## src/rtl/avalon_mem_if.sv

```systemverilog
// Avalon-MM request/response bundle between the memory test master and a
// single-port word-addressed memory slave.
interface avalon_mem_if #(
  parameter int ADDR_W = 10,
  parameter int DATA_W = 32
);
  // Handshake: a request (read or write with chipselect) is presented by the
  // master and held stable; it is accepted on the rising edge where it is
  // asserted and waitrequest is 0. Read data returns a fixed number of cycles
  // after the accept edge, and only one read is outstanding at a time.
  logic [ADDR_W-1:0]   avm_address;
  logic [DATA_W/8-1:0] avm_byteenable;
  logic                avm_chipselect;
  logic                avm_write;
  logic                avm_read;
  logic [DATA_W-1:0]   avm_writedata;
  logic [DATA_W-1:0]   avm_readdata;
  logic                avm_waitrequest;

  modport master (
    output avm_address, avm_byteenable, avm_chipselect, avm_write, avm_read,
           avm_writedata,
    input  avm_readdata, avm_waitrequest
  );

  modport slave (
    input  avm_address, avm_byteenable, avm_chipselect, avm_write, avm_read,
           avm_writedata,
    output avm_readdata, avm_waitrequest
  );
endinterface

```

## src/rtl/avalon_mem_test_master.sv

```systemverilog
// Memory self-test master: writes seed+i over a wrapping address range, reads it
// back one word at a time and reports mismatch count and first failing address.
module avalon_mem_test_master #(
  parameter int ADDR_W       = 10,
  parameter int DATA_W       = 32,
  parameter int READ_LATENCY = 1
) (
  input  logic              clk,
  input  logic              reset_n,
  input  logic              start,
  input  logic [ADDR_W-1:0] base_addr,
  input  logic [ADDR_W:0]   word_count,
  input  logic [DATA_W-1:0] seed,
  output logic              busy,
  output logic              done,
  output logic              pass,
  output logic [ADDR_W:0]   fail_count,
  output logic [ADDR_W-1:0] first_fail_addr,
  output logic [2:0]        dbg_state,
  avalon_mem_if.master      bus
);
  localparam int BE_W = DATA_W / 8;
  localparam logic [ADDR_W:0] MAX_N = {1'b1, {ADDR_W{1'b0}}};
  localparam logic [1:0] LAT_LAST = 2'(READ_LATENCY - 1);

  typedef enum logic [2:0] {
    S_IDLE       = 3'd0,
    S_WRITE      = 3'd1,
    S_READ_ISSUE = 3'd2,
    S_READ_WAIT  = 3'd3,
    S_DONE       = 3'd4
  } state_t;

  state_t            state_q, state_d;
  logic [ADDR_W:0]   idx_q, idx_d, n_q, n_d, fail_q, fail_d, n_clamped;
  logic [ADDR_W-1:0] base_q, base_d, addr_q, addr_d, ffa_q, ffa_d;
  logic [DATA_W-1:0] seed_q, seed_d, wdata_q, wdata_d, exp_data;
  logic [1:0]        lat_q, lat_d;
  logic              wr_q, wr_d, rd_q, rd_d, cs_q, pass_q, pass_d, last_beat;
  logic [BE_W-1:0]   be_q;

  assign n_clamped = (word_count > MAX_N) ? MAX_N : word_count;
  assign exp_data  = seed_q + DATA_W'(idx_q);
  assign last_beat = (idx_q == n_q - 1'b1);

  always_comb begin
    state_d = state_q;
    idx_d   = idx_q;
    n_d     = n_q;
    base_d  = base_q;
    seed_d  = seed_q;
    addr_d  = addr_q;
    wdata_d = wdata_q;
    lat_d   = lat_q;
    wr_d    = wr_q;
    rd_d    = rd_q;
    fail_d  = fail_q;
    ffa_d   = ffa_q;
    pass_d  = pass_q;
    case (state_q)
      S_IDLE: begin
        if (start) begin
          base_d = base_addr;
          seed_d = seed;
          n_d    = n_clamped;
          idx_d  = '0;
          fail_d = '0;
          ffa_d  = '0;
          pass_d = 1'b0;
          if (n_clamped == '0) begin
            state_d = S_DONE;
            pass_d  = 1'b1;
          end else begin
            state_d = S_WRITE;
            wr_d    = 1'b1;
            addr_d  = base_addr;
            wdata_d = seed;
          end
        end
      end
      S_WRITE: begin
        if (!bus.avm_waitrequest) begin
          if (last_beat) begin
            state_d = S_READ_ISSUE;
            idx_d   = '0;
            wr_d    = 1'b0;
            rd_d    = 1'b1;
            addr_d  = base_q;
          end else begin
            idx_d   = idx_q + 1'b1;
            addr_d  = addr_q + 1'b1;
            wdata_d = wdata_q + 1'b1;
          end
        end
      end
      S_READ_ISSUE: begin
        if (!bus.avm_waitrequest) begin
          state_d = S_READ_WAIT;
          rd_d    = 1'b0;
          lat_d   = '0;
        end
      end
      S_READ_WAIT: begin
        // addr_q still holds addr(i) here, so it doubles as the failing address.
        if (lat_q == LAT_LAST) begin
          if (bus.avm_readdata != exp_data) begin
            fail_d = fail_q + 1'b1;
            if (fail_q == '0) ffa_d = addr_q;
          end
          if (last_beat) begin
            state_d = S_DONE;
            pass_d  = (fail_d == '0);
          end else begin
            state_d = S_READ_ISSUE;
            idx_d   = idx_q + 1'b1;
            addr_d  = addr_q + 1'b1;
            rd_d    = 1'b1;
          end
        end else begin
          lat_d = lat_q + 1'b1;
        end
      end
      S_DONE:  state_d = S_IDLE;
      default: state_d = S_IDLE;
    endcase
  end

  always_ff @(posedge clk or negedge reset_n) begin
    if (!reset_n) begin
      state_q <= S_IDLE;
      idx_q   <= '0;
      n_q     <= '0;
      base_q  <= '0;
      seed_q  <= '0;
      addr_q  <= '0;
      wdata_q <= '0;
      lat_q   <= '0;
      wr_q    <= 1'b0;
      rd_q    <= 1'b0;
      cs_q    <= 1'b0;
      be_q    <= '0;
      fail_q  <= '0;
      ffa_q   <= '0;
      pass_q  <= 1'b0;
    end else begin
      state_q <= state_d;
      idx_q   <= idx_d;
      n_q     <= n_d;
      base_q  <= base_d;
      seed_q  <= seed_d;
      addr_q  <= addr_d;
      wdata_q <= wdata_d;
      lat_q   <= lat_d;
      wr_q    <= wr_d;
      rd_q    <= rd_d;
      cs_q    <= wr_d | rd_d;
      be_q    <= {BE_W{wr_d | rd_d}};
      fail_q  <= fail_d;
      ffa_q   <= ffa_d;
      pass_q  <= pass_d;
    end
  end

  assign busy            = (state_q == S_WRITE) || (state_q == S_READ_ISSUE) ||
                           (state_q == S_READ_WAIT);
  assign done            = (state_q == S_DONE);
  assign pass            = pass_q;
  assign fail_count      = fail_q;
  assign first_fail_addr = ffa_q;
  assign dbg_state       = state_q;

  assign bus.avm_address    = addr_q;
  assign bus.avm_byteenable = be_q;
  assign bus.avm_chipselect = cs_q;
  assign bus.avm_write      = wr_q;
  assign bus.avm_read       = rd_q;
  assign bus.avm_writedata  = wdata_q;
endmodule

```

## src/flat_wrapper.sv

```systemverilog
// flat-port wrapper written by rule: the top's interface ports become plain ports
module avalon_mem_test_master_flat 
#(
  parameter int ADDR_W       = 10,
  parameter int DATA_W       = 32,
  parameter int READ_LATENCY = 1
)
  (clk, reset_n, start, base_addr, word_count, seed, busy, done, pass, fail_count, first_fail_addr, dbg_state, bus_avm_address, bus_avm_byteenable, bus_avm_chipselect, bus_avm_write, bus_avm_read, bus_avm_writedata, bus_avm_readdata, bus_avm_waitrequest);
  avalon_mem_if #(.ADDR_W(ADDR_W), .DATA_W(DATA_W)) bus_i ();
  input  logic clk;
  input  logic reset_n;
  input  logic start;
  input  logic [ADDR_W-1:0] base_addr;
  input  logic [ADDR_W:0] word_count;
  input  logic [DATA_W-1:0] seed;
  output logic busy;
  output logic done;
  output logic pass;
  output logic [ADDR_W:0] fail_count;
  output logic [ADDR_W-1:0] first_fail_addr;
  output logic [2:0] dbg_state;
  output wire logic [$bits(bus_i.avm_address)-1:0] bus_avm_address;
  output wire logic [$bits(bus_i.avm_byteenable)-1:0] bus_avm_byteenable;
  output wire logic [$bits(bus_i.avm_chipselect)-1:0] bus_avm_chipselect;
  output wire logic [$bits(bus_i.avm_write)-1:0] bus_avm_write;
  output wire logic [$bits(bus_i.avm_read)-1:0] bus_avm_read;
  output wire logic [$bits(bus_i.avm_writedata)-1:0] bus_avm_writedata;
  input wire logic [$bits(bus_i.avm_readdata)-1:0] bus_avm_readdata;
  input wire logic [$bits(bus_i.avm_waitrequest)-1:0] bus_avm_waitrequest;
  assign bus_avm_address = bus_i.avm_address;
  assign bus_avm_byteenable = bus_i.avm_byteenable;
  assign bus_avm_chipselect = bus_i.avm_chipselect;
  assign bus_avm_write = bus_i.avm_write;
  assign bus_avm_read = bus_i.avm_read;
  assign bus_avm_writedata = bus_i.avm_writedata;
  assign bus_i.avm_readdata = bus_avm_readdata;
  assign bus_i.avm_waitrequest = bus_avm_waitrequest;
  avalon_mem_test_master #(.ADDR_W(ADDR_W), .DATA_W(DATA_W), .READ_LATENCY(READ_LATENCY)) u_core (.clk(clk), .reset_n(reset_n), .start(start), .base_addr(base_addr), .word_count(word_count), .seed(seed), .busy(busy), .done(done), .pass(pass), .fail_count(fail_count), .first_fail_addr(first_fail_addr), .dbg_state(dbg_state), .bus(bus_i));
endmodule
```

## config.mk

```make
export PLATFORM = sky130hd
export DESIGN_NAME = avalon_mem_test_master_flat
export DESIGN_NICKNAME = d
export VERILOG_FILES = /design/src/rtl/avalon_mem_if.sv /design/src/rtl/avalon_mem_test_master.sv /design/src/flat_wrapper.sv
export SDC_FILE = /design/constraint.sdc
export NUM_CORES = 1
export LEC_CHECK = 0
export BUFFER_PORTS_ARGS = -buffer_cell sky130_fd_sc_hd__clkbuf_2
export CORE_MARGIN = 2
export CORE_UTILIZATION = 51
export CTS_CLUSTER_DIAMETER = 60
export DETAILED_ROUTE_END_ITERATION = 8
export PLACE_DENSITY = 0.74
export SETUP_SLACK_MARGIN = 0.02
export SYNTH_ARGS = -nofsm -noshare
export SYNTH_HDL_FRONTEND = slang
export SYNTH_SLANG_ARGS = --single-unit
```

## constraint.sdc

```tcl
create_clock -name clk -period 3.7 [get_ports clk]
set_input_delay 0.37 -clock clk [delete_from_list [all_inputs] [get_ports clk]]
set_output_delay 0.37 -clock clk [all_outputs]
set_load 0.01 [all_outputs]
```

==> reports/qor.csv <==
stage,metric,value,unit
run,max-cap viol count,0,
clocking,CTS max path bufs,2,
route,WL per Instance,16.94,microns
sta,fin crit period,3.809,ns
placed_design,Post-Place Cells,1464,
floorplan,IO Count,165,
grt,vias in the first global route,7871,
critical_path,critical path class,register to register,
sta,RSZ-0062 raised after global routing,true,
floorplan,Core Area,16700,sq um
route,Antenna Nets Post-Route,0,
sta,Fmax achieved,0.2625,GHz
synthesis,most frequent cell after synthesis,nand2_1,
route,DR vias/cell,5.849,
critical_path,crit end category,register,
cells_and_area,fraction of layout cells with a size suffix above 1,0.2404,
cells_and_area,area of the multi-input gates,5185,sq um
sta,final setup violation count,11,
grt,first-pass GRT wire length,40.85,mm
floorplan,Initial Util,0.5254,
clocking,# hold bufs at CTS,0,
sta,Setup WS post-layout,-0.1091,ns
cells_and_area,final core occ,0.6489,
floorplan,chip width,135.2,microns
synthesis,Synth Net Count,1181,
sta,Tcrit/Tclk final,1.029,
clocking,Clock Pin Slew Worst Setup and Hold Paths,0.06,ns
pwr,Psw,3.802,mW
floorplan,die area,18270,sq um
synthesis,ys flop type,dfrtp_1,
grt,initial antenna violation count,0,
sta,Max Slew Vio Count,0,
pwr,VDD IR max,0.0004334,V
critical_path,Crit path required time,4.01,ns
sta,TNS Setup,-1.117,ns
grt,largest net degree at the start of global routing,99,
synthesis,number of synthesized flops with an enable pin,0,
floorplan,# rows,47,
clocking,clock tree sinks,136,
pwr,Comb pwr share,0.485,
route,number of remaining DRC errors,0,
placed_design,GP Congestion,0.9440,
critical_path,Max stage delay on crit path,0.54,ns
placed_design,I/O Buffers,164,
synthesis,#FFs+latches synth,136,
cells_and_area,register area,3403,sq um
synthesis,Mapped Area,8775,sq um
synthesis,cell taking the most area after synthesis,dfrtp_1,
pwr,total power,8.719,mW
pwr,P_int,4.917,mW
synthesis,Synthesis Warnings,0,
sta,Slew @ Worst Pin,0.9015,ns
synthesis,Area contributors post-synth,"dfrtp_1 (39%), nand2_1 (8.9%), xnor2_1 (4.6%), a21oi_1 (4.6%), o21ai_0 (4.4%)",
clocking,CTS H-tree lvls,4,
sta,Max-slew headroom,0.3990,
critical_path,FF-to-FF setup slack,-0.11,ns
floorplan,Die Ht,135.2,microns
critical_path,top fanout value on the critical path,10,
critical_path,Worst Setup Start Kind,register,
placed_design,placed cell area,10170,sq um
synthesis,top-area cell type share of the netlist area,0.3879,
placed_design,DP HPWL,18.82,mm
clocking,root buffer cell,clkbuf_16,
grt,Overflow after GRT,0,
cells_and_area,fill count,1482,
grt,GR Util All Layers,0.2823,
critical_path,slowest CP cell,or4b_4,
route,DR vias,8756,
critical_path,sequence of cells on the critical path,"ha_2, fa_2, a211oi_4, o21ai_2, a31oi_2, or3_1, nand4_1, or4_4, or4b_4, and3_4, o21ai_4, buf_12, mux2_2",
synthesis,post-synthesis cell type count,70,
clocking,clk_lat worst skew,0.43,ns
sta,Worst Skew,0.01908,ns
cells_and_area,Final Non-Filler Cells,1497,
synthesis,Synth top cells by count,"nand2_1 (207), dfrtp_1 (136), nor2_1 (81)",
synthesis,Gate Count Post-Synth,1073,
pwr,power density cells,804.5,nW/um^2
synthesis,register area share after synthesis,0.3879,
pwr,static leakage,5.162,nW
synthesis,async set or reset register ratio after synthesis,1.000,
cells_and_area,ANT cells,0,
outcome,outcome,finished with violations,
route,first drt pass iteration count,6,
pwr,Flop pwr share,0.327,
sta,final hold vios,0,
critical_path,crit path DAT,4.12,ns
clocking,Num CTS Buffers,17,
route,initial drt markers,763,
outcome,violated checks,setup timing,
clocking,TritonCTS clock tree,built,
cells_and_area,post-route cell area,10840,sq um
pwr,Sw Share,0.4360,
route,final wirelength,25.36,mm
cells_and_area,area delta synth->final,23.51,%
pwr,clock network power share,0.188,
cells_and_area,Total Nets Final,1372,
worst_hold_path,HP Class,input pin to async pin,
synthesis,syn_area_per_cell,8.178,sq um
## registers in the layout, summed over array words and instances, names as in the netlist
signal                     flops
u_core.bus.avm_write           1
u_core.bus.avm_chipselect      1
u_core.pass                    1
u_core.seed_q                 32
u_core.bus.avm_address        10
u_core.bus.avm_writedata      32
u_core.fail_count             11
u_core.bus.avm_read            1
u_core.first_fail_addr        10
u_core.idx_q                  11
u_core.base_q                 10
u_core.lat_q                   2
u_core.dbg_state               3
u_core.n_q                    11
## layout make-up
cell class,count,area share
flip-flops and latches,136,0.3140
inverters,15,0.005195
well taps,220,0.02540
multi-input cells,865,0.4784
repair buffers,229,0.1243
clock inverters,15,0.01339
clock buffers,17,0.03925
## critical path: cells and delay by family (launching register included)
family / cells / cell delay (ns)
AND/OR/NAND/NOR: 5 / 1.50
AO/OA/AOI/OAI: 4 / 0.77
adder cells (fa/ha/maj): 2 / 0.57
flip-flops: 1 / 0.39
multiplexers: 1 / 0.32
buffers and inverters: 1 / 0.15
## routing by layer
| metal | up-vias | global-route usage | wire length, microns |
|---|---|---|---|
| met2 | 290 | 0.4162 | 11540 |
| met4 | 0 | 0.07813 | 440 |
| met3 | 33 | 0.05088 | 1612 |
| met5 | - | 0 | 0 |
| li1 | 4214 | - | - |
| met1 | 4219 | 0.4270 | 11770 |
## stage by stage
| step | worst slack (ns) | hold slack (ns) |
|---|---|---|
| 2_1_floorplan | -0.05205 | 0.07441 |
| 3_3_place_gp | -0.1455 | 0.4592 |
| 3_5_place_dp | -0.1650 | 0.4658 |
| 4_1_cts | -0.1164 | 0.08447 |
| 5_1_grt | -0.2839 | 0.1143 |
| 6_report | -0.1091 | 0.03658 |
## cell usage in the layout (no fill, tap or decap), drive strengths merged, types with 11 or more instances in the layout
cell type | netlist | layout
dfrtp | 136 | 136
o21ai | 82 | 82
nand4 | 20 | 20
inv | 15 | 20
clkbuf | 46 | 180
nor3 | 20 | 20
and4 | 11 | 11
nor3b | 12 | 12
and3 | 39 | 39
ha | 18 | 18
nor2 | 81 | 81
xnor2 | 46 | 46
xor2 | 22 | 22
nand3 | 44 | 44
a21oi | 81 | 81
buf | 11 | 66
nand2 | 207 | 207
mux2 | 13 | 13
## power groups by stage
stage | clock network (mW) | registers [mW] | logic (mW)
2_1_floorplan | 0 | 2.81 | 2.67
3_3_place_gp | 0 | 2.83 | 4.06
3_5_place_dp | 0 | 2.85 | 4.13
4_1_cts | 1.66 | 2.83 | 4.18
5_1_grt | 1.73 | 2.95 | 4.71
6_report | 1.64 | 2.85 | 4.23
## path summary, 6_finish.rpt
| kind | startpoint | to | depth (start not counted) |
|---|---|---|---|
| min in group clk | base_addr[3] | u_core.base_q[3] | 3 |
| min reg2reg | u_core.base_q[4] | u_core.base_q[4] | 2 |
| max in group asynchronous | reset_n | u_core.n_q[6] | 2 |
| min | reset_n | u_core.bus.avm_writedata[30] | 1 |
| max | u_core.seed_q[0] | u_core.first_fail_addr[8] | 13 |
| max reg2reg | u_core.seed_q[0] | u_core.first_fail_addr[8] | 13 |
## cell families after synthesis
| logic type | count (synthesis) | synth area share |
|---|---|---|
| and+or+nand+nor | 505 | 0.2808 |
| AOI/OAI and AO/OA | 252 | 0.1761 |
| DFF | 136 | 0.3879 |
| buffers and inverters | 72 | 0.03365 |
| xor gates and xnor gates | 68 | 0.06787 |
| muxes | 21 | 0.02581 |
| adders and majority gates | 19 | 0.02795 |
## timing repair
item / 4_1_cts / 5_1_grt
pin swaps: 1 / 4
endpoints found under the setup margin: 12 / 19
gates resized for setup: 3 / 29
setup buffers: 0 / 1
Note: power is estimated with default switching activity, not from simulation.
